`src/rtl/reg_scoreboard_pkg.sv`:
```
// Shared configuration and types for the register write scoreboard.
package reg_scoreboard_pkg;

  localparam int unsigned NUM_REGS     = 32;
  localparam int unsigned REG_ZERO     = 0;
  localparam int unsigned TW           = 2;
  localparam int unsigned MAX_INFLIGHT = 3;
  localparam int unsigned CNT_W        = $clog2(MAX_INFLIGHT + 1);
  localparam int unsigned RA_W         = $clog2(NUM_REGS);

  typedef logic [RA_W-1:0]     reg_addr_t;
  typedef logic [TW-1:0]       tcyc_t;
  typedef logic [CNT_W-1:0]    cnt_t;
  typedef logic [NUM_REGS-1:0] reg_mask_t;

endpackage

```
`src/rtl/reg_scoreboard_if.sv`:
```
// Decode/writeback side bundle of the scoreboard: issue, source query, retire, status.
interface reg_scoreboard_if;
  import reg_scoreboard_pkg::*;

  logic      issue_valid;
  reg_addr_t issue_rd;
  tcyc_t     issue_tnew;
  reg_addr_t rs;
  tcyc_t     rs_tuse;
  reg_addr_t rt;
  tcyc_t     rt_tuse;
  logic      wb_en;
  reg_addr_t wb_rd;
  logic      stall;
  logic      issue_fire;
  reg_mask_t busy_mask;
  logic      ovf_err;
  logic      unf_err;

  // Pipeline control side: drives issue/query/retire, observes hazard status.
  modport master (
    output issue_valid, issue_rd, issue_tnew, rs, rs_tuse, rt, rt_tuse, wb_en, wb_rd,
    input  stall, issue_fire, busy_mask, ovf_err, unf_err
  );

  // Scoreboard side.
  modport slave (
    input  issue_valid, issue_rd, issue_tnew, rs, rs_tuse, rt, rt_tuse, wb_en, wb_rd,
    output stall, issue_fire, busy_mask, ovf_err, unf_err
  );

endinterface

```
`src/rtl/reg_scoreboard_sb_entry.sv`:
```
// One tracked register: outstanding-write count, readiness of the youngest write,
// and sticky overflow/underflow flags.
module reg_scoreboard_sb_entry
  import reg_scoreboard_pkg::*;
(
  input  logic  clk,
  input  logic  reset,
  input  logic  issue_i,
  input  tcyc_t tnew_i,
  input  logic  retire_i,
  output logic  busy_o,
  output tcyc_t rdy_o,
  output logic  ovf_o,
  output logic  unf_o
);

  localparam cnt_t CntMax = cnt_t'(MAX_INFLIGHT);

  cnt_t  cnt_q, cnt_d;
  tcyc_t rdy_q, rdy_d;
  logic  ovf_q, ovf_d;
  logic  unf_q, unf_d;

  // Next-state: count follows issue/retire, readiness tracks the youngest issue.
  always_comb begin
    cnt_d = cnt_q;
    rdy_d = (rdy_q != '0) ? rdy_q - tcyc_t'(1) : '0;
    ovf_d = ovf_q;
    unf_d = unf_q;
    case ({issue_i, retire_i})
      2'b10: begin
        if (cnt_q == CntMax) ovf_d = 1'b1;
        else                 cnt_d = cnt_q + cnt_t'(1);
        rdy_d = tnew_i;
      end
      2'b01: begin
        if (cnt_q == '0) unf_d = 1'b1;
        else             cnt_d = cnt_q - cnt_t'(1);
      end
      2'b11: begin
        // Retire of an untracked write paired with a new issue: just the issue counts.
        if (cnt_q == '0) cnt_d = cnt_t'(1);
        rdy_d = tnew_i;
      end
      default: ;
    endcase
    // Nothing outstanding means nothing to wait for.
    if (cnt_d == '0) rdy_d = '0;
  end

  // State register with asynchronous clear.
  always_ff @(posedge clk or posedge reset) begin
    if (reset) begin
      cnt_q <= '0;
      rdy_q <= '0;
      ovf_q <= 1'b0;
      unf_q <= 1'b0;
    end else begin
      cnt_q <= cnt_d;
      rdy_q <= rdy_d;
      ovf_q <= ovf_d;
      unf_q <= unf_d;
    end
  end

  assign busy_o = (cnt_q != '0);
  assign rdy_o  = rdy_q;
  assign ovf_o  = ovf_q;
  assign unf_o  = unf_q;

endmodule

```
`src/rtl/reg_scoreboard.sv`:
```
// Register write scoreboard: tracks in-flight destination writes and stalls decode
// when a source operand cannot be read or forwarded in time.
module reg_scoreboard
  import reg_scoreboard_pkg::*;
(
  input logic             clk,
  input logic             reset,
  reg_scoreboard_if.slave sb
);

  reg_mask_t busy_mask;
  reg_mask_t ovf_vec;
  reg_mask_t unf_vec;
  tcyc_t     rdy [NUM_REGS];
  logic      rs_haz, rt_haz;
  logic      stall;
  logic      issue_fire;

  // Register zero is hardwired: never busy, never ready-pending, never errors.
  assign busy_mask[REG_ZERO] = 1'b0;
  assign ovf_vec[REG_ZERO]   = 1'b0;
  assign unf_vec[REG_ZERO]   = 1'b0;
  assign rdy[REG_ZERO]       = '0;

  for (genvar i = 1; i < NUM_REGS; i++) begin : g_entry
    logic issue_hit;
    logic retire_hit;

    assign issue_hit  = issue_fire && (sb.issue_rd == reg_addr_t'(i));
    assign retire_hit = sb.wb_en && (sb.wb_rd == reg_addr_t'(i));

    reg_scoreboard_sb_entry u_entry (
      .clk      (clk),
      .reset    (reset),
      .issue_i  (issue_hit),
      .tnew_i   (sb.issue_tnew),
      .retire_i (retire_hit),
      .busy_o   (busy_mask[i]),
      .rdy_o    (rdy[i]),
      .ovf_o    (ovf_vec[i]),
      .unf_o    (unf_vec[i])
    );
  end

  // Hazard check on registered state only; same-cycle issue/retire is not seen.
  always_comb begin
    rs_haz     = busy_mask[sb.rs] && (rdy[sb.rs] > sb.rs_tuse);
    rt_haz     = busy_mask[sb.rt] && (rdy[sb.rt] > sb.rt_tuse);
    stall      = rs_haz | rt_haz;
    issue_fire = sb.issue_valid & ~stall;
  end

  assign sb.stall      = stall;
  assign sb.issue_fire = issue_fire;
  assign sb.busy_mask  = busy_mask;
  assign sb.ovf_err    = |ovf_vec;
  assign sb.unf_err    = |unf_vec;

endmodule

```
`src/flat_wrapper.sv`:
```
// flat-port wrapper written by rule: the top's interface ports become plain ports
module reg_scoreboard_flat import reg_scoreboard_pkg::*;
  (clk, reset, sb_issue_valid, sb_issue_rd, sb_issue_tnew, sb_rs, sb_rs_tuse, sb_rt, sb_rt_tuse, sb_wb_en, sb_wb_rd, sb_stall, sb_issue_fire, sb_busy_mask, sb_ovf_err, sb_unf_err);
  reg_scoreboard_if sb_i ();
  input logic clk;
  input logic reset;
  input wire logic [$bits(sb_i.issue_valid)-1:0] sb_issue_valid;
  input wire logic [$bits(sb_i.issue_rd)-1:0] sb_issue_rd;
  input wire logic [$bits(sb_i.issue_tnew)-1:0] sb_issue_tnew;
  input wire logic [$bits(sb_i.rs)-1:0] sb_rs;
  input wire logic [$bits(sb_i.rs_tuse)-1:0] sb_rs_tuse;
  input wire logic [$bits(sb_i.rt)-1:0] sb_rt;
  input wire logic [$bits(sb_i.rt_tuse)-1:0] sb_rt_tuse;
  input wire logic [$bits(sb_i.wb_en)-1:0] sb_wb_en;
  input wire logic [$bits(sb_i.wb_rd)-1:0] sb_wb_rd;
  output wire logic [$bits(sb_i.stall)-1:0] sb_stall;
  output wire logic [$bits(sb_i.issue_fire)-1:0] sb_issue_fire;
  output wire logic [$bits(sb_i.busy_mask)-1:0] sb_busy_mask;
  output wire logic [$bits(sb_i.ovf_err)-1:0] sb_ovf_err;
  output wire logic [$bits(sb_i.unf_err)-1:0] sb_unf_err;
  assign sb_i.issue_valid = sb_issue_valid;
  assign sb_i.issue_rd = sb_issue_rd;
  assign sb_i.issue_tnew = sb_issue_tnew;
  assign sb_i.rs = sb_rs;
  assign sb_i.rs_tuse = sb_rs_tuse;
  assign sb_i.rt = sb_rt;
  assign sb_i.rt_tuse = sb_rt_tuse;
  assign sb_i.wb_en = sb_wb_en;
  assign sb_i.wb_rd = sb_wb_rd;
  assign sb_stall = sb_i.stall;
  assign sb_issue_fire = sb_i.issue_fire;
  assign sb_busy_mask = sb_i.busy_mask;
  assign sb_ovf_err = sb_i.ovf_err;
  assign sb_unf_err = sb_i.unf_err;
  reg_scoreboard u_core (.clk(clk), .reset(reset), .sb(sb_i));
endmodule
```
`config.mk`:
```
export PLATFORM = sky130hd
export DESIGN_NAME = reg_scoreboard_flat
export DESIGN_NICKNAME = d
export VERILOG_FILES = /design/src/rtl/reg_scoreboard_pkg.sv /design/src/rtl/reg_scoreboard_if.sv /design/src/rtl/reg_scoreboard_sb_entry.sv /design/src/rtl/reg_scoreboard.sv /design/src/flat_wrapper.sv
export SDC_FILE = /design/constraint.sdc
export NUM_CORES = 1
export LEC_CHECK = 0
export CORE_ASPECT_RATIO = 0.8
export CORE_MARGIN = 2
export CORE_UTILIZATION = 55
export CTS_CLUSTER_SIZE = 30
export DETAILED_ROUTE_END_ITERATION = 12
export GPL_TIMING_DRIVEN = 1
export PLACE_DENSITY = 0.82
export SYNTH_ARGS = -nofsm -noshare
export SYNTH_HDL_FRONTEND = slang
export SYNTH_HIERARCHICAL = 1
export SYNTH_SLANG_ARGS = --single-unit
```
`constraint.sdc`:
```
create_clock -name clk -period 6.58 [get_ports clk]
set_input_delay 1.316 -clock clk [delete_from_list [all_inputs] [get_ports clk]]
set_output_delay 1.316 -clock clk [all_outputs]
set_load 0.01 [all_outputs]
```
; Word level (Yosys, flattened, before mapping)
; Cells that the tools add are included.
[classes]
add_sub_neg = 93
mul = 0
div_mod_pow = 0
n_lt_le_gt_ge = 6
n_eq_ne = 186
shifts = 0
muxes = 227
bitwise_logic = 5
reduce_logical = 283
[ops]
columns = operator, n
row1 = 2-to-1 mux 2 bit, 190
row2 = equality test 2 bit (second input constant), 93
row3 = case mux 2 bit (3 select lines), 31
row4 = equality test 5 bit (second input constant), 32
row5 = logical NOT 2 bit, 62
row6 = AND reduction 2 bit, 62
row7 = nonzero test 2 bit, 62
row8 = subtractor 2 x 1 -> 2 bit (second input constant), 62
row9 = equality test 5 x 4 -> 1 bit (second input constant), 16
row10 = logical AND 1 bit, 64
row11 = adder 2 x 1 -> 2 bit (second input constant), 31
row12 = equality test 2 x 1 -> 1 bit (second input constant), 31
row13 = OR reduction 2 bit, 31
row14 = OR reduction 31 bit, 2
row15 = equality test 5 x 3 -> 1 bit (second input constant), 8
row16 = binary-select mux 2 bit (select 5 bit), 2
row17 = equality test 5 x 2 -> 1 bit (second input constant), 4
row18 = greater-or-equal comparator 6 bit (second input constant), 2
row19 = less-than comparator 5 x 6 -> 1 bit (second input constant), 2
row20 = NOT 5 -> 6 bit, 2
row21 = binary-select mux 1 bit (select 5 bit), 2
row22 = equality test 5 x 1 -> 1 bit (second input constant), 2
row23 = greater-than comparator 2 bit, 2
row24 = 2-to-1 mux 1 bit, 2
row25 = 3 further kinds, 3
[totals]
register_bits = 186
latch_bits = 0
ramBits = 0
rom_bits = 0
inputBits = 30
elab_cells = 924
n_memories = 0

; Longest topological paths before layout
[logic_depth]
word_depth = 14
depth_mapped = 17
mapped_depth_nobuf = 13

; By module
; The synthesis kept the hierarchy.
[modules_own_cells]
columns = module, n_inst, cells_each, area_each_um2, seq_area_each_um2
row1 = reg_scoreboard_sb_entry (u_core.g_entry[10].u_entry ...), 28, 29, 299.0, 150.1
row2 = reg_scoreboard, 1, 267, 2693.8, 0.0
row3 = reg_scoreboard_sb_entry (u_core.g_entry[7].u_entry ...), 3, 27, 282.8, 150.1

; Worst setup path before layout
; OpenSTA, ideal clock, no wires.
[synth_path]
kind = input-to-output
startpoint = input port sb_rs[1]
endpoint = output port sb_stall
t_arrival_ns = 4.571
required_time_ns = 5.264
path_slack_ns = 0.693
path_stages = 12
path_cell_list = clkbuf_1 > buf_2 > clkbuf_1 > mux4_2 > mux4_2 > mux2_2 > ha_1 > nor2b_1 > o21ai_0 > nor4_2 > buf_6 > a21o_1
[synth_via]
elab_chain_cells = 7
word_cells_on_any_way = 9
[synth_lines]
columns = item, line_no
row1 = "start, declared", flat_wrapper.sv:10  ; input wire logic [$bits(sb_i.rs)-1:0] sb_rs;
row2 = NOT 5 -> 6 bit (implied by the code), reg_scoreboard.sv:47  ; rs_haz = busy_mask[sb.rs] && (rdy[sb.rs] > sb.rs_tuse);
row3 = binary-select mux 2 bit (select 5 bit), reg_scoreboard.sv:47
row4 = 2-to-1 mux 2 bit (implied by the code) (2 in series), reg_scoreboard.sv:47
row5 = greater-than comparator 2 bit, reg_scoreboard.sv:47
row6 = logical AND 1 bit *, reg_scoreboard.sv:47
row7 = OR 1 bit *, reg_scoreboard.sv:49  ; stall = rs_haz | rt_haz;
row8 = "end, declared", flat_wrapper.sv:16  ; output wire logic [$bits(sb_i.stall)-1:0] sb_stall;
; Every way passes the cells marked *; elsewhere a longest branch is shown, timed or not. The select of a mux whose other input is x is not followed.

; Worst setup path in the final report
[layout_path]
startpoint = input port sb_rs[1]
endpoint = output port sb_issue_fire
[layout_via]
elab_chain_cells = 9
word_cells_on_any_way = 11
[layout_lines]
columns = item, line_no
row1 = NOT 5 -> 6 bit (implied by the code), reg_scoreboard.sv:47
row2 = binary-select mux 2 bit (select 5 bit), reg_scoreboard.sv:47
row3 = 2-to-1 mux 2 bit (implied by the code) (2 in series), reg_scoreboard.sv:47
row4 = greater-than comparator 2 bit, reg_scoreboard.sv:47
row5 = logical AND 1 bit *, reg_scoreboard.sv:47
row6 = OR 1 bit *, reg_scoreboard.sv:49
row7 = NOT 1 bit *, reg_scoreboard.sv:50  ; issue_fire = sb.issue_valid & ~stall;
row8 = AND 1 bit *, reg_scoreboard.sv:50
row9 = "end, declared", flat_wrapper.sv:17  ; output wire logic [$bits(sb_i.issue_fire)-1:0] sb_issue_fire;
; Marks and branches as above.

==> results.sh <==
export IMPL_status="finished clean"
export IMPL_reg2reg_depth=11
export IMPL_coreArea_um2=21440
export IMPL_cts_tree="built"
export IMPL_yosys_warnings=6
export IMPL_synth_top_family_by_area="compound AO/OA/AOI/OAI gates"
export IMPL_synthCells=1160
export IMPL_grt_overflow=0
export IMPL_numCtsBuffers=17
export IMPL_gr_usage_all_layers_pct=29.81
export IMPL_synth_distinct_cells=57
export IMPL_fin_skew_ns=0.01198
export IMPL_grt_max_degree=32
export IMPL_p_comb_share_pct=20.4
export IMPL_p_seq_share_pct=47.6
export IMPL_worstSkewPairLatency_ns=0.44
export IMPL_cts_sinks=186
export IMPL_cp_cell_sequence="clkdlybuf4s50_1 > mux4_2 > mux4_2 > mux2_2 > ha_1 > nor2b_1 > o21ai_0 > nor4_4 > a211oi_1 > clkdlybuf4s50_1"
export IMPL_cts_root_buf="clkbuf_16"
export IMPL_postCtsSetupRepairBufs=0
export IMPL_slew_viol_final=0
export IMPL_cts_hold_buffers_added=0
export IMPL_finalSetupViolCount=0
export IMPL_fin_setup_tns_ns=0
export IMPL_place_ws_ns=0.1307
export IMPL_clock_power_share_pct=32.0
export IMPL_drtAntennaViolNets=0
export IMPL_critical_path_startpoint_type="input pin"
export IMPL_synth_compound_area_share_pct=20.29
export IMPL_min_period_ns=6.499
export IMPL_worstSetupEndpointType="output port"
export IMPL_start_util_pct=55.57
export IMPL_routed_wl_mm=33.60
export IMPL_total_power_mw=3.150
export IMPL_synth_area_top_cells="dfrtp_1, mux4_2, a21oi_1, o21ai_0, buf_6"
export IMPL_ir_drop_mv=0.1594
export IMPL_reg2reg_slack_ns=2.04
export IMPL_async_flop_share_pct=100.0
export IMPL_routed_via_density=6.728
export IMPL_nNetsFinal=1216
export IMPL_p_int_mw=2.133
export IMPL_critPathKind="in -> out"
export IMPL_htree_levels=4
export IMPL_final_util_pct=60.88
export IMPL_grt_pass1_wl_mm=51.70
export IMPL_fmax_ghz=0.1539
export IMPL_synthSimpleGateAreaFrac_pct=16.48
export IMPL_yosys_area_top_type="dfrtp_1"
export IMPL_finalCritPeriodShare_pct=98.77
export IMPL_portBuffers=64
export IMPL_cts_path_max_buffers=2
export IMPL_vias=9877
export IMPL_drtPass1Iterations=7
export IMPL_areaGrowthSynthToFinish_pct=9.556
export IMPL_hpwl_mm=24.49
export IMPL_min_to="u_core/g_entry[4].u_entry/ovf_o"
export IMPL_die_w_um=168.6
export IMPL_ys_seq_area_share_pct=39.06
export IMPL_routabilityCongestion=1.039
export IMPL_io_pins=66
export IMPL_p_leak_nw=5.385
export IMPL_cp_max_fo=12
export IMPL_drtIter0Drc=1286
export IMPL_dieArea_um2=22860
export IMPL_cp_data_arrival_time_ns=5.18
export IMPL_cp_slowest_cell="clkdlybuf4s50_1"
export IMPL_min_from="u_core/g_entry[4].u_entry/ovf_o"
export IMPL_hold_path_class="reg -> reg"
export IMPL_yosys_register_bits=186
export IMPL_synth_area_per_cell_um2=10.27
export IMPL_synth_nets=1194
export IMPL_rsz0062_at_grt="false"
export IMPL_drc=0
export IMPL_synthDominantCellAreaShare_pct=39.06
export IMPL_synthFlopType="dfrtp_1"
export IMPL_antenna_found_initial=2
export IMPL_hold_viol=0
export IMPL_cellPowerDensity_nw_per_um2=241.3
export IMPL_synthXorXnorAreaFrac_pct=2.058
export IMPL_critPathMaxStageDelay_ns=0.86
export IMPL_p_sw_share_pct=32.31
export IMPL_cts_resized=0
export IMPL_whs_path_depth=1
export IMPL_required_ns=5.26
export IMPL_die_y_um=135.6
export IMPL_path_clk_slew_ns=0.07
export IMPL_muxShareOfSynthArea_pct=12.80
export IMPL_dp_cells=1437
export IMPL_p_sw_mw=1.018
export IMPL_wl_per_cell_um=22.89
export IMPL_grt_pass1_vias=9191
export IMPL_slew_headroom_pct=12.78
export IMPL_layout_filler_cells=1665
export IMPL_synth_edf_count=0
export IMPL_synth_adder_area_share_pct=0.4200
export IMPL_syn_area_um2=11920
export IMPL_layout_drive_gt1_share_pct=20.13
export IMPL_rows=48
export IMPL_worstMarginPinSlew_ns=1.306
export IMPL_stdcell_count=1468
export IMPL_r2r_end="u_core/g_entry[27].u_entry/cnt_q[0]"
export IMPL_worst_slack_ns=0.08113
export IMPL_r2r_start="u_core/g_entry[13].u_entry/rdy_o[1]"
export IMPL_maxCapViolations=0
==> power groups by stage <==
stage,combinational (mW),sequential (mW),clock [mW]
CTS,0.633,1.49,1.02
global placement,0.602,1.49,0
floorplan,0.656,1.33,0
finish,0.644,1.50,1.01
detailed placement,0.630,1.51,0
global route,0.699,1.53,1.06
==> registers in the layout, summed over array words and instances, names as in the netlist <==
name / flops
u_core/g_entry.u_entry/rdy_o: 62
u_core/g_entry.u_entry/cnt_q: 62
u_core/g_entry.u_entry/unf_o: 31
u_core/g_entry.u_entry/ovf_o: 31
==> kinds of logic (layout without fill, tap and decap cells) <==
logic type | after synthesis | in the layout
compound gates | 330 | 330
simple gates | 327 | 327
buf+inv | 191 | 223
flops | 186 | 186
mux | 93 | 93
xor+xnor | 28 | 28
fa+ha+maj | 4 | 4
other cells | 1 | 2
==> cell usage after synthesis (all sizes together), types with 3 or more instances <==
cell type  instances
buf               51
nand2             49
dfrtp            186
ha                 4
nand2b             8
nor2b             42
clkbuf            39
inv              100
a41o              28
nor2              70
nor3b             31
mux2i             41
and3b              3
nand4              6
or2               34
o31a               4
a211oi            35
nand3              6
mux4              46
a21oi             89
xnor2             28
a2111oi           29
nand3b            57
o41ai             28
o21ai             93
mux2               6
nor4              15
a31o               4
o31ai              9
==> cells in the final DEF, fill, tap and decap left out, drive strengths merged, types with 5 or more instances in the layout <==
master,count
clkdlybuf4s50,63
o31ai,9
a2111oi,29
mux4,46
a41o,28
xnor2,28
a21oi,89
o41ai,28
nand3b,57
nor3b,31
nor2b,42
o21ai,93
nand2b,8
a211oi,35
inv,102
mux2,6
nand3,6
nor2,70
nor4,15
clkinv,5
buf,30
mux2i,41
dfrtp,186
or2,34
nand2,49
clkbuf,18
nand4,6
==> worst max path at each step <==
stage | to | from | cells past startpoint | slack [ns]
after CTS | sb_issue_fire | sb_rs[1] | 10 | 0.11
after global placement | sb_issue_fire | sb_rs[1] | 10 | 0.30
after detailed placement | sb_issue_fire | sb_rs[1] | 10 | 0.13
after floorplan | sb_stall | sb_rs[1] | 12 | 0.69
after global routing | sb_issue_fire | sb_rs[1] | 10 | 0.02
final | sb_issue_fire | sb_rs[1] | 10 | 0.08
==> worst max-delay path, delay by kind of cell <==
kind,cells,cell delay [ns]
mux,3,1.17
compound gates,2,0.65
simple gates,2,0.28
buf+inv,2,1.47
fa+ha+maj,1,0.29
==> layer usage <==
| layer | vias up | wire length (um) | GRT usage [%] |
|---|---|---|---|
| met5 | - | 0 | 0 |
| met1 | 4887 | 13480 | 41.29 |
| met4 | 0 | 1233 | 12.07 |
| met3 | 116 | 4638 | 11.60 |
| met2 | 579 | 14250 | 42.02 |
| li1 | 4295 | - | - |
==> layout make-up <==
type                            instances  area [um^2]  share of cell area (%)
Multi-Input combinational cell        783         6257                   47.93
Inverter                              101        379.1                   2.904
Timing Repair Buffer                   93        863.3                   6.614
Clock buffer                           18        429.2                   3.288
Tap cell                              275        344.1                   2.636
Clock inverter                         11        123.9                  0.9489
Sequential cell                       186         4654                   35.66
Antenna cell                            1        2.502                 0.01917
==> metrics by stage <==
stage | hold slack [ns] | area (um^2)
finish | 0.4657 | 13050
detailed placement | 0.4454 | 12480
global route | 0.4746 | 13050
floorplan | 0.4224 | 11920
CTS | 0.4687 | 13030
global placement | 0.4419 | 12480
Note: power is estimated with default switching activity, not from simulation.
